### config.mk
export PLATFORM = sky130hd
export DESIGN_NAME = timing_reg_sched
export DESIGN_NICKNAME = d
export VERILOG_FILES = /design/src/rtl/timing_reg_sched.sv
export SDC_FILE = /design/constraint.sdc
export NUM_CORES = 1
export LEC_CHECK = 0
export ABC_CLOCK_PERIOD_IN_PS = 2400
export CAP_MARGIN = 20
export CORE_MARGIN = 2
export CORE_UTILIZATION = 45
export DETAILED_ROUTE_END_ITERATION = 16
export PLACE_DENSITY_LB_ADDON = 0.3
export RECOVER_POWER = 100
export REMOVE_ABC_BUFFERS = 1
export SLEW_MARGIN = 5
export SYNTH_ARGS = -nofsm -noshare
export SYNTH_HDL_FRONTEND = slang
export SYNTH_SLANG_ARGS = --single-unit
export TNS_END_PERCENT = 5
### constraint.sdc
create_clock -name clk_i -period 2.4 [get_ports clk_i]
set_clock_uncertainty 0.05 [all_clocks]
set_input_delay 0.36 -clock clk_i [delete_from_list [all_inputs] [get_ports clk_i]]
set_output_delay 0.36 -clock clk_i [all_outputs]
set_load 0.05 [all_outputs]
### src/rtl/timing_reg_sched.sv
// Arbitrates host (A) and soft-start ramp (B) writes to the shared 11-bit PWM timing register.
// Values are clamped and committed only on a PWM period boundary, with a timeout fallback.
module timing_reg_sched #(
    parameter logic [10:0] MAX_VAL = 11'd2000,
    parameter logic [7:0]  TIMEOUT = 8'd200
) (
    input  logic        clk_i,
    input  logic        rst_i,
    input  logic        req_a_i,
    input  logic [10:0] data_a_i,
    output logic        ack_a_o,
    input  logic        req_b_i,
    input  logic [10:0] data_b_i,
    output logic        ack_b_o,
    input  logic        sync_i,
    output logic [10:0] reg_d_o,
    output logic        reg_ena_o,
    output logic        busy_o,
    output logic        clamped_o,
    output logic        tmo_err_o
);

    typedef enum logic [1:0] {StIdle, StWait, StCommit, StAck} state_e;

    localparam logic SrcA = 1'b0;
    localparam logic SrcB = 1'b1;

    state_e      state_q, state_d;
    logic        src_q, src_d;
    logic        last_q, last_d;
    logic [10:0] reg_d_q, reg_d_d;
    logic        clamp_q, clamp_d;
    logic [7:0]  cnt_q, cnt_d;
    logic        tmo_q, tmo_d;

    logic        grant;
    logic        grant_src;
    logic [10:0] grant_data;

    // Round-robin: on a tie the source that did not win last time is granted.
    always_comb begin
        grant      = req_a_i | req_b_i;
        grant_src  = req_b_i & (~req_a_i | (last_q == SrcA));
        grant_data = (grant_src == SrcB) ? data_b_i : data_a_i;
    end

    always_ff @(posedge clk_i) begin
        if (rst_i) begin
            state_q <= StIdle;
            src_q   <= SrcA;
            last_q  <= SrcB;
            reg_d_q <= 11'd0;
            clamp_q <= 1'b0;
            cnt_q   <= 8'd0;
            tmo_q   <= 1'b0;
        end else begin
            state_q <= state_d;
            src_q   <= src_d;
            last_q  <= last_d;
            reg_d_q <= reg_d_d;
            clamp_q <= clamp_d;
            cnt_q   <= cnt_d;
            tmo_q   <= tmo_d;
        end
    end

    always_comb begin
        state_d = state_q;
        src_d   = src_q;
        last_d  = last_q;
        reg_d_d = reg_d_q;
        clamp_d = clamp_q;
        cnt_d   = cnt_q;
        tmo_d   = tmo_q;
        unique case (state_q)
            StIdle: begin
                if (grant) begin
                    src_d   = grant_src;
                    clamp_d = (grant_data > MAX_VAL);
                    reg_d_d = (grant_data > MAX_VAL) ? MAX_VAL : grant_data;
                    cnt_d   = 8'd0;
                    state_d = StWait;
                end
            end
            StWait: begin
                // A SYNC on the timeout cycle is a normal commit, not a forced one.
                if (sync_i) begin
                    state_d = StCommit;
                end else if (cnt_q == TIMEOUT - 8'd1) begin
                    tmo_d   = 1'b1;
                    state_d = StCommit;
                end else begin
                    cnt_d = cnt_q + 8'd1;
                end
            end
            StCommit: begin
                state_d = StAck;
            end
            StAck: begin
                last_d  = src_q;
                state_d = StIdle;
            end
            default: begin
                state_d = StIdle;
            end
        endcase
    end

    always_comb begin
        reg_d_o   = reg_d_q;
        reg_ena_o = (state_q == StCommit);
        busy_o    = (state_q != StIdle);
        ack_a_o   = (state_q == StAck) & (src_q == SrcA);
        ack_b_o   = (state_q == StAck) & (src_q == SrcB);
        clamped_o = (state_q == StAck) & clamp_q;
        tmo_err_o = tmo_q;
    end

endmodule

* After elaboration in Yosys (flattened, before gate mapping)
Cells that the tools add are included.
Word-level totals: input bits 27, output and inout port bits 17, bits in registers 25
Cells by class: magnitude comparators 1, reduce and logical (&&, ||, !) cells 7, bitwise gates (word level) 10, equal/unequal tests 8, mux-type cells 10, add/sub/neg operators 1
Operators by type and width (number):
- 8-bit 2-to-1 mux | 3
- 11-bit 2-to-1 mux | 2
- 8-bit one-hot mux with 2 select lines | 1
- 11-bit greater-than comparator, second input constant | 1
- 8-bit by 1-bit adder with 8-bit output, second input constant | 1
- 8-bit == test, second input constant | 1
- 2-bit one-hot mux with 4 select lines | 1
- 2-bit 2-to-1 mux | 3
- 2-bit != test, second input constant | 3
- 1-bit AND | 4
- 2-bit == test, second input constant | 2
- 1-bit NOT | 4
- 2-bit AND reduction | 2
- 4-bit AND reduction | 1
- 2-bit nonzero test | 2
- 3-bit != test, second input constant | 1
- 3-bit AND reduction | 1
- 2-bit by 1-bit == test with 1-bit output, second input constant | 1
- 2-bit zero test | 1
- 1-bit bitwise OR | 2

* Depth between registers and ports, before layout
depth in word-level cells 6, depth in mapped cells 7, mapped depth without buffers 6

* Worst setup path after synthesis
OpenSTA, ideal clock, no wires.
kind register -> register, start point register state_q[0], end point register cnt_q[7], setup slack 0.576 ns, buffers on the path 1, data arrival time 1.701 ns, stages on the path, launching flop included 8, clock period less this slack 1.824 ns, required time 2.277 ns, cells stage by stage dfxtp_1 -> inv_1 -> ha_1 -> or3b_1 -> buf_6 -> nand4_4 -> or4_1 -> a21oi_1
Between the ends: word-level cells in the longest chain between the ends 3, elaborated cells between the ends (all ways) 8, classes of those cells 4 x eq/ne; 1 x mux; 3 x reduce/logical
RTL lines:
- start: declaration | line 28 | state_e state_q, state_d;
- start signal: assignment | line 49 | state_q <= StIdle;
- start signal: assignment | line 57 | state_q <= state_d;
- 2-bit by 1-bit == test with 1-bit output or 2-bit zero test (tied branches) | line 75 | unique case (state_q)
- 2-bit != test (no source line) or 2-bit nonzero test (tied branches)
- 4-bit AND reduction (no source line)
- end signal: assignment | line 62 | cnt_q <= cnt_d;
- end: declaration | line 33 | logic [7:0] cnt_q, cnt_d;
Parallel ways exist; a longest one is shown, timed or not. A chain may end at the register's enable or synchronous reset.

* Final worst setup path
start point register state_q[0], end point output port clamped_o
Between the ends: word-level cells in the longest chain between the ends 2
RTL lines:
- 2-bit == test | line 115 | clamped_o = (state_q == StAck) & clamp_q;
- 1-bit AND | line 115
- end: declaration | line 19 | output logic clamped_o,
Every way passes these cells.

==> results.sh <==
export IMPL_grt_overflow=0
export IMPL_ir_worst_vdd_uv=714.9
export IMPL_htreeDepth=1
export IMPL_async_reset_ff_frac=0
export IMPL_drv_cap=0
export IMPL_routed_wirelength_um=3490
export IMPL_synth_area_sq_mm=0.001314
export IMPL_ys_types=42
export IMPL_antenna_found_initial=0
export IMPL_netlist_top_cell_by_area="dfxtp_1"
export IMPL_synth_avg_cell_area_sq_um=8.263
export IMPL_hp_class="reg2reg"
export IMPL_cts_tree="built"
export IMPL_syn_to_final_growth_pct=37.24
export IMPL_cts_num_sinks=25
export IMPL_crit_path_end_kind="primary output"
export IMPL_dieHeight_um=58.03
export IMPL_grt_max_degree=14
export IMPL_synth_ff_type="dfxtp_1"
export IMPL_clk_pin_slew_worst_paths_ps=130
export IMPL_initial_utilization=0.4764
export IMPL_place_congestion=0.7862
export IMPL_via_per_inst=5.854
export IMPL_grt_pass1_wl_um=5699
export IMPL_yosys_top_cells_area="dfxtp_1 38%, nand3_1 6.1%, nand2_1 5.7%"
export IMPL_worstPathMaxFanout=4
export IMPL_fin_util=0.6538
export IMPL_period_needed_ps=2320
export IMPL_ant_nets=0
export IMPL_tightest_slew_ps=595.7
export IMPL_grt_setup_unrepaired="no"
export IMPL_drive_above_1_share=0.06220
export IMPL_row_count=19
export IMPL_num_io_pins=44
export IMPL_p_leak_nw=0.7012
export IMPL_drtIter0Drc=47
export IMPL_crit_type="reg2out"
export IMPL_setup_tns_final_ps=0
export IMPL_fin_nets=242
export IMPL_setup_viol=0
export IMPL_dp_cells=236
export IMPL_slew_headroom=0.6025
export IMPL_start_kind="flop"
export IMPL_cts_resized=1
export IMPL_max_freq_ghz=0.4310
export IMPL_status="finished clean"
export IMPL_coreArea_sq_mm=0.002758
export IMPL_synth_cells=159
export IMPL_postCtsSetupRepairBufs=0
export IMPL_finalPower_w=0.001589
export IMPL_die_area_sq_mm=0.003367
export IMPL_drv_slew=0
export IMPL_drc=0
export IMPL_hold_viol=0
export IMPL_cp_required_ps=1990
export IMPL_hpwlAfterDp_um=2760
export IMPL_dr_pass1_iters=4
export IMPL_antenna_cells=0
export IMPL_die_w_um=58.03
export IMPL_synth_edf_count=0
export IMPL_track_usage=0.2191
export IMPL_yosys_warnings=0
export IMPL_numCtsBuffers=3
export IMPL_cts_hold_buf=0
export IMPL_cts_buffer_depth=2
export IMPL_netlist_area_leader_share=0.3810
export IMPL_ys_seq_elements=25
export IMPL_clockRootBuffer="clkbuf_4"
export IMPL_fill_cells=249
export IMPL_port_buffers=43
export IMPL_period_share=0.9668
export IMPL_fin_cells=240
export IMPL_vias=1405
export IMPL_wl_per_cell_um=14.54
export IMPL_arrival_ps=1910
export IMPL_grt_pass1_vias=1342
export IMPL_clkLatencyLatePin_ps=320
export IMPL_setup_slack_ps=79.63
export IMPL_powerDensity_mw_per_mm2=881.2
export IMPL_post_place_ws_ps=194.2
export IMPL_yosysSeqAreaShare=0.3810
stage by stage:
stage | area, sq um | hold slack [ps]
final | 1803 | 407.5
after global routing | 1803 | 419.1
after CTS | 1838 | 412.5
after detailed placement | 1813 | 393.2
after global placement | 1813 | 390.6
after floorplan | 1291 | 379.1
logic make-up (layout without fill, tap and decap cells):
family / count (synthesis) / in the layout / synth area share
and+or+nand+nor: 75 / 75 / 0.3048
AOI/OAI and AO/OA: 40 / 40 / 0.2105
muxes: 2 / 2 / 0.01619
buffers and inverters: 12 / 62 / 0.04000
adders and majority gates: 5 / 5 / 0.04762
DFF: 25 / 25 / 0.3810
area by class of cell:
type,instances,area [sq um],area share
clock buffer,4,26.28,0.01457
inverter,8,30.03,0.01666
multi-input combinational,122,745.7,0.4136
sequential,25,500.5,0.2776
tap,31,38.79,0.02151
timing repair buffer,50,461.7,0.2561
report_power, final:
part | switching (W) | total (W) | internal (W)
Combinational | 0.000564 | 0.000842 | 0.000277
Sequential | 0.0000521 | 0.000558 | 0.000506
Clock | 0.000125 | 0.000190 | 0.0000651
Total | 0.000741 | 0.00159 | 0.000848
layout by cell type (no fill, tap or decap), types with 2 or more instances in the layout:
master and instances:
nor2_1 12, clkbuf_4 3, clkdlybuf4s50_1 26, ha_1 5, buf_4 5, o31ai_1 3
a211oi_1 2, a311oi_1 5, dfxtp_1 25, or4_1 3, and3_1 2, dlygate4sd3_1 14
and2_1 2, clkbuf_1 5, nor3b_1 2, nand2_1 20, inv_1 8, o211ai_1 2
a21oi_1 9, nand4_1 2, or3b_1 2, or3_1 2, nor3_1 5, nand3_1 16
o2111ai_1 2, o21ai_0 9
cells in the mapped netlist (3+ instances only):
| cell | instances |
|---|---|
| ha_1 | 5 |
| nor2_1 | 12 |
| inv_1 | 8 |
| a21oi_1 | 9 |
| o21ai_0 | 8 |
| dfxtp_1 | 25 |
| or4_1 | 3 |
| a311oi_1 | 5 |
| nand2_1 | 20 |
| o31ai_1 | 3 |
| clkbuf_1 | 3 |
| nor3_1 | 5 |
| nand3_1 | 16 |
critical path: stages, from the launching register on:
cell and delay, ps:
dfxtp_1 410, ha_1 240, and2_1 150, clkdlybuf4s50_1 790
worst paths after layout:
path / start / end / slack (ps) / depth (start not counted)
max reg2reg: state_q[0] / cnt_q[3] / 200 / 6
max: state_q[0] / clamped_o / 80 / 3
min reg2reg: tmo_err_o / tmo_err_o / 410 / 2
min: tmo_err_o / tmo_err_o / 410 / 2
flip-flops by register name (all words and copies together), names as in the netlist:
name,flops
last_q,1
tmo_err_o,1
cnt_q,8
reg_d_o,11
clamp_q,1
state_q,2
src_q,1
per-layer routing:
layer,up-vias,global-route usage,wire (um)
li1,692,-,-
met5,-,0,0
met2,42,0.3815,1759
met3,6,0.04911,188
met1,665,0.2608,1499
met4,0,0.08638,42
Note: power is estimated with default switching activity, not from simulation.
